### src/rtl/frame_buffer_writer.sv
// rtl/frame_buffer_writer.sv - write side of the 2:2:2 RGB frame buffer
// Turns a valid/ready pixel stream with start-of-frame flag into linear RAM writes.
module frame_buffer_writer #(
   parameter int H_ACTIVE = 400,
   parameter int V_ACTIVE = 300,
   parameter int PIX_W    = 2,
   parameter int ADDR_W   = 17
) (
   input  logic                 clk,
   input  logic                 rst_n,
   input  logic                 s_valid,
   output logic                 s_ready,
   input  logic                 s_sof,
   input  logic [3*PIX_W-1:0]   s_data,
   input  logic                 hold,
   output logic                 wr_en,
   output logic [ADDR_W-1:0]    wr_addr,
   output logic [PIX_W-1:0]     wr_r,
   output logic [PIX_W-1:0]     wr_g,
   output logic [PIX_W-1:0]     wr_b,
   output logic                 busy,
   output logic                 frame_done,
   output logic                 sof_err
);

   localparam int FRAME_PIX = H_ACTIVE * V_ACTIVE;
   localparam logic [ADDR_W-1:0] LAST_PIX = ADDR_W'(FRAME_PIX - 1);

   typedef enum logic [0:0] {
      IDLE = 1'b0,
      FILL = 1'b1
   } state_t;

   state_t              state;
   state_t              state_nxt;
   logic [ADDR_W-1:0]   pcnt;
   logic [ADDR_W-1:0]   pcnt_nxt;
   logic [ADDR_W-1:0]   addr_nxt;
   logic                wr_en_nxt;
   logic                done_nxt;
   logic                err_nxt;
   logic                accept;
   logic                at_last;

   // Ready depends only on hold so a stall never drops an offered beat.
   assign s_ready = rst_n & ~hold;
   assign accept  = s_valid & s_ready;
   assign at_last = (pcnt == LAST_PIX);

   always_ff @(posedge clk or negedge rst_n) begin
      if (!rst_n) begin
         state <= IDLE;
      end else begin
         state <= state_nxt;
      end
   end

   always_comb begin
      state_nxt = state;
      case (state)
         IDLE: begin
            if (accept && s_sof) begin
               state_nxt = FILL;
            end
         end
         FILL: begin
            if (accept && !s_sof && at_last) begin
               state_nxt = IDLE;
            end
         end
         default: state_nxt = IDLE;
      endcase
   end

   // An SOF always restarts at address 0, whether idle or mid-frame.
   always_comb begin
      wr_en_nxt = 1'b0;
      addr_nxt  = pcnt;
      pcnt_nxt  = pcnt;
      done_nxt  = 1'b0;
      err_nxt   = 1'b0;
      if (accept) begin
         if (s_sof) begin
            wr_en_nxt = 1'b1;
            addr_nxt  = '0;
            pcnt_nxt  = ADDR_W'(1);
            err_nxt   = (state == FILL);
         end else if (state == FILL) begin
            wr_en_nxt = 1'b1;
            addr_nxt  = pcnt;
            if (at_last) begin
               done_nxt = 1'b1;
               pcnt_nxt = '0;
            end else begin
               pcnt_nxt = pcnt + 1'b1;
            end
         end
      end
   end

   always_ff @(posedge clk or negedge rst_n) begin
      if (!rst_n) begin
         pcnt       <= '0;
         wr_en      <= 1'b0;
         wr_addr    <= '0;
         wr_r       <= '0;
         wr_g       <= '0;
         wr_b       <= '0;
         busy       <= 1'b0;
         frame_done <= 1'b0;
         sof_err    <= 1'b0;
      end else begin
         pcnt       <= pcnt_nxt;
         wr_en      <= wr_en_nxt;
         frame_done <= done_nxt;
         sof_err    <= err_nxt;
         busy       <= (state_nxt == FILL);
         if (wr_en_nxt) begin
            wr_addr <= addr_nxt;
            wr_r    <= s_data[3*PIX_W-1:2*PIX_W];
            wr_g    <= s_data[2*PIX_W-1:PIX_W];
            wr_b    <= s_data[PIX_W-1:0];
         end
      end
   end

endmodule

### config.mk
export PLATFORM = sky130hd
export DESIGN_NAME = frame_buffer_writer
export DESIGN_NICKNAME = d
export VERILOG_FILES = /design/src/rtl/frame_buffer_writer.sv
export SDC_FILE = /design/constraint.sdc
export NUM_CORES = 1
export LEC_CHECK = 0
export CAP_MARGIN = 20
export CELL_PAD_IN_SITES_DETAIL_PLACEMENT = 1
export CELL_PAD_IN_SITES_GLOBAL_PLACEMENT = 2
export CORE_ASPECT_RATIO = 0.9
export CORE_MARGIN = 5
export CORE_UTILIZATION = 30
export CTS_CLUSTER_SIZE = 12
export DETAILED_ROUTE_END_ITERATION = 12
export PLACE_DENSITY_LB_ADDON = 0.1
export SYNTH_ARGS = -nofsm -noshare
export SYNTH_HDL_FRONTEND = slang
export SYNTH_SLANG_ARGS = --single-unit
export TNS_END_PERCENT = 30
### constraint.sdc
create_clock -name clk -period 2.65 [get_ports clk]
set_clock_uncertainty 0.2 [all_clocks]
set_input_delay 0.3975 -clock clk [delete_from_list [all_inputs] [get_ports clk]]
set_output_delay 0.3975 -clock clk [all_outputs]
set_load 0.005 [all_outputs]
Word-level counts from Yosys, hierarchy flattened
Cells that the tools add are included.
Word-level totals
  flip-flop bits (word level): 44
  input port bits: 11
  output and inout port bits: 28
  logic and storage cells: 38
Cells by class
  bitwise logic cells: 4
  mux-type cells: 17
  reductions and logical operators: 6
  equal/unequal tests: 1
  add/subtract/negate cells: 1
Operators with widths (count)
  $mux W17: 5
  $add A17 B1 Y17 const B: 1
  $eq A17 B17 Y1 const B: 1
  $mux W1: 11
  $logic_and A1 B1 Y1: 3
  $and A1 B1 Y1: 2
  $not A1 Y1: 2
  $pmux W1 S2: 1
  $reduce_and A2 Y1: 1
  $reduce_bool A2 Y1: 1
  $logic_not A1 Y1: 1

Depth between registers and ports, before layout
  word-level depth: 7
  gate-level depth with buffers: 8

Worst setup path before layout
Ideal clock, no wire load.
  path kind: reg2reg
  from: reg pcnt[13]
  to: reg pcnt[0]
  cell stages (with the launch flop): 6
  library setup time: 134 ps
  path slack: 219 ps
  period minus slack after synthesis: 2431 ps
  data arrival time: 2097 ps
  path through: dfrtp_1 or4b_1 or4b_1 or4_4 nor2_4 a211oi_1
On the way
  word-level cells in the longest chain between the ends: 4
Ends and longest elaborated chain
  start, declared: line 36  | logic [ADDR_W-1:0] pcnt;
  start signal, assigned: line 113  | pcnt <= pcnt_nxt;
  $eq A17 B17 Y1: line 48  | assign at_last = (pcnt == LAST_PIX);
  $mux W17: line 91  | if (at_last) begin
  $mux W17: line 88  | end else if (state == FILL) begin
  $mux W17: line 83  | if (s_sof) begin
No other way between the ends. The select of a mux whose other input is x is not followed.
A chain may end at the register's enable or synchronous reset.

Worst setup path in the final report
  from: reg pcnt[11]
  to: reg pcnt[0]
The elaborated chain is that of the path after synthesis.

==> metrics.md <==
| Metric | Value |
|---|---|
| Status | finished, final reports clean |
| Crit path capture type | register |
| Req. time, crit path | 2610 ps |
| Seq cells post-synth | 44 |
| Die width | 95.4 um |
| Sequential element share of the synthesized area | 55.9% |
| Synth unique cells | 36 |
| R2R Setup Slk | 70 ps |
| Worst IR drop on VDD | 178 uV |
| Top cell type by total area after synthesis | dfrtp_1 |
| P_leak | 1.11 nW |
| Mean Syn Cell Area | 9.33 um^2 |
| Port Buffers | 38 |
| CP max FO | 5 |
| CTS tree | yes |
| Die area | 8280 um^2 |
| Synth area leaders | dfrtp_1 (56%), nand2_1 (11%), a21oi_1 (4.3%), nor2_1 (4.0%), xnor2_1 (3.6%) |
| Post-synth EDFFs | 0 |
| Crit path max-delay family | simple AND/OR/NAND/NOR gates |
| Share of post-route cells with drive strength above 1 | 9.58% |
| F_max | 387 MHz |
| Core footprint | 6480 um^2 |
| Hold Slack | 231 ps |
| Syn-to-layout area delta | 32.9% |
| Cells on worst reg2reg path | 5 |
| Layout Nets | 272 |
| Antenna Cells | 0 |
| Yosys Warn Count | 0 |
| Clk slew on worst S/H paths | 80 ps |
| Worst slew pin tran | 646 ps |
| Crit path kind | register to register |
| Dpl hpwl | 3830 um |
| Slowest Stage Delay on Critical Path | 560 ps |
| Synth Instances | 211 |
| Iter 0 DRT Violations | 45 |
| Latest clock arrival within the worst-skew pair | 290 ps |
| Num rows | 28 |
| Power per Cell Area | 564 nW/um^2 |
| WL/cell | 14.7 um |
| Overflow after GRT | 0 |
| RSZ-0062 raised after global routing | false |
| Synth Flop Type | dfrtp_1 |
| Reg2reg start | pcnt[11] |
| Period utilisation layout | 97.4% |
| Setup TNS | 0 ps |
| CTS sink count | 44 |
| Total CTS buffers | 5 |
| Crit-path most repeated cell | or4b_1 |
| Multi-input logic area | 815 um^2 |
| # setup viols final | 0 |
| Routed wire length | 5170 um |
| Startpoint types | register |
| Crit path arrival time | 2540 ps |
| Global-route usage over all layers | 13.6% |
| Reg2reg end | pcnt[0] |
| DRT Pass-1 Iters | 4 |
| Root buf cell | clkbuf_8 |
| Pins over their slew limit | 0 |
| DRC violations left | 0 |
| DR vias/cell | 4.77 |
| Die height | 86.8 um |
| Post-CTS setup buffer count | 0 |
| Commonest cells post-synth | nand2_1 (57), dfrtp_1 (44), nor2_1 (21) |
| Largest net degree at the start of global routing | 28 |
| Mapped Area | 1970 um^2 |
| Via count | 1674 |
| Count leader, synth | nand2_1 |
| Routability Congestion | 0.819 |
| Worst Hold Class | input port to async pin |
| First-pass GRT wire length | 8760 um |
| Share of flip-flops with an asynchronous set or reset | 100% |
| Antenna viol nets, final | 0 |
| Number of fillers in the final layout | 753 |
| Vias in the first global route | 1739 |
| Crit path buf inv count | 0 |
| Post-synth top area share | 55.9% |
| CP Cell Sequence | or4b_1, or4b_1, or4_4, nor2_4, a211oi_1 |
| I/O pins | 39 |
| Antenna violations before repair | 0 |
| Syn_nets | 223 |
| Hold Fails Final Rpt | 0 |
| Minimum clock period | 2580 ps |
| Initial Util | 30.4% |
| Slew headroom | 56.9% |
| H-tree lvl count | 2 |
| Storage element area | 1100 um^2 |
| CP max-delay cell | or4b_1 |
| Maximum buffer depth of the clock tree | 2 |
| Max cap viols | 0 |
[through the flow]
step                      power, mW  util [%]  cell area (um^2)  std cells  setup slack (ps)
after floorplan               0.889         -              1970        211               219
after global placement         1.05      38.8              2520        342              71.7
after detailed placement       1.06      38.8              2520        342              76.8
after CTS                      1.50      40.4              2620        351              61.9
after global routing           1.56      40.4              2620        351              26.0
final                          1.47      40.4              2620        351              68.0
[cells by family after synthesis]
group,count (synthesis),share of synthesized area [%]
simple gates,110,25.9
fa+ha+maj,1,0.636
xor+xnor,12,5.34
flops,44,55.9
buf+inv,14,2.67
compound gates,30,9.47
[sequential cells by signal (all words and copies together) (netlist names)]
| name | cells |
|---|---|
| wr_addr | 17 |
| busy | 1 |
| wr_g | 2 |
| pcnt | 17 |
| wr_r | 2 |
| sof_err | 1 |
| frame_done | 1 |
| wr_en | 1 |
| wr_b | 2 |
[per-layer routing]
metal / track usage, % / share of wire (%)
met5: 0 / 0
met4: 3.88 / 0.75
met3: 3.39 / 5.1
met2: 20.5 / 44
met1: 19.5 / 50
[power by group]
part	total (mW)	internal (mW)	switching [mW]	leakage, nW
Sequential	0.791	0.737	0.0545	0.589
Clock	0.437	0.213	0.224	0.0455
Combinational	0.247	0.143	0.104	0.477
Total	1.47	1.09	0.382	1.11
[layout make-up]
class / count / area share (%)
Sequential cell: 44 / 42.1
Multi-Input combinational cell: 153 / 31.1
Timing Repair Buffer: 52 / 18.5
Tap cell: 90 / 4.30
Clock buffer: 8 / 3.44
Inverter: 4 / 0.574
[worst max-delay path by stage]
| stage | startpoint | to | slack [ps] | cells past startpoint |
|---|---|---|---|---|
| floorplan | pcnt[13] | pcnt[0] | 220 | 5 |
| global placement | pcnt[11] | pcnt[0] | 70 | 5 |
| detailed placement | pcnt[11] | pcnt[0] | 80 | 5 |
| CTS | pcnt[11] | pcnt[0] | 60 | 5 |
| global route | pcnt[11] | pcnt[0] | 30 | 5 |
| finish | pcnt[11] | pcnt[0] | 70 | 5 |
[cells in the final DEF (no fill, tap or decap), drive strengths merged, types with 3 or more instances in the layout]
master | Yosys | routed
a21oi | 17 | 17
buf | 0 | 14
clkbuf | 10 | 8
clkdlybuf4s50 | 0 | 37
dfrtp | 44 | 44
inv | 4 | 4
nand2 | 57 | 57
nand3 | 6 | 6
nor2 | 22 | 22
nor3 | 4 | 4
o21ai | 3 | 3
or4b | 3 | 3
xnor2 | 8 | 8
xor2 | 4 | 4
[repair_timing]
| action | CTS | global route |
|---|---|---|
| hold buffers | 1 | 0 |
| hold endpoints to repair | 44 | 0 |
| gates resized for setup | 0 | 0 |
No activity file was read; power rests on OpenSTA's default activity.
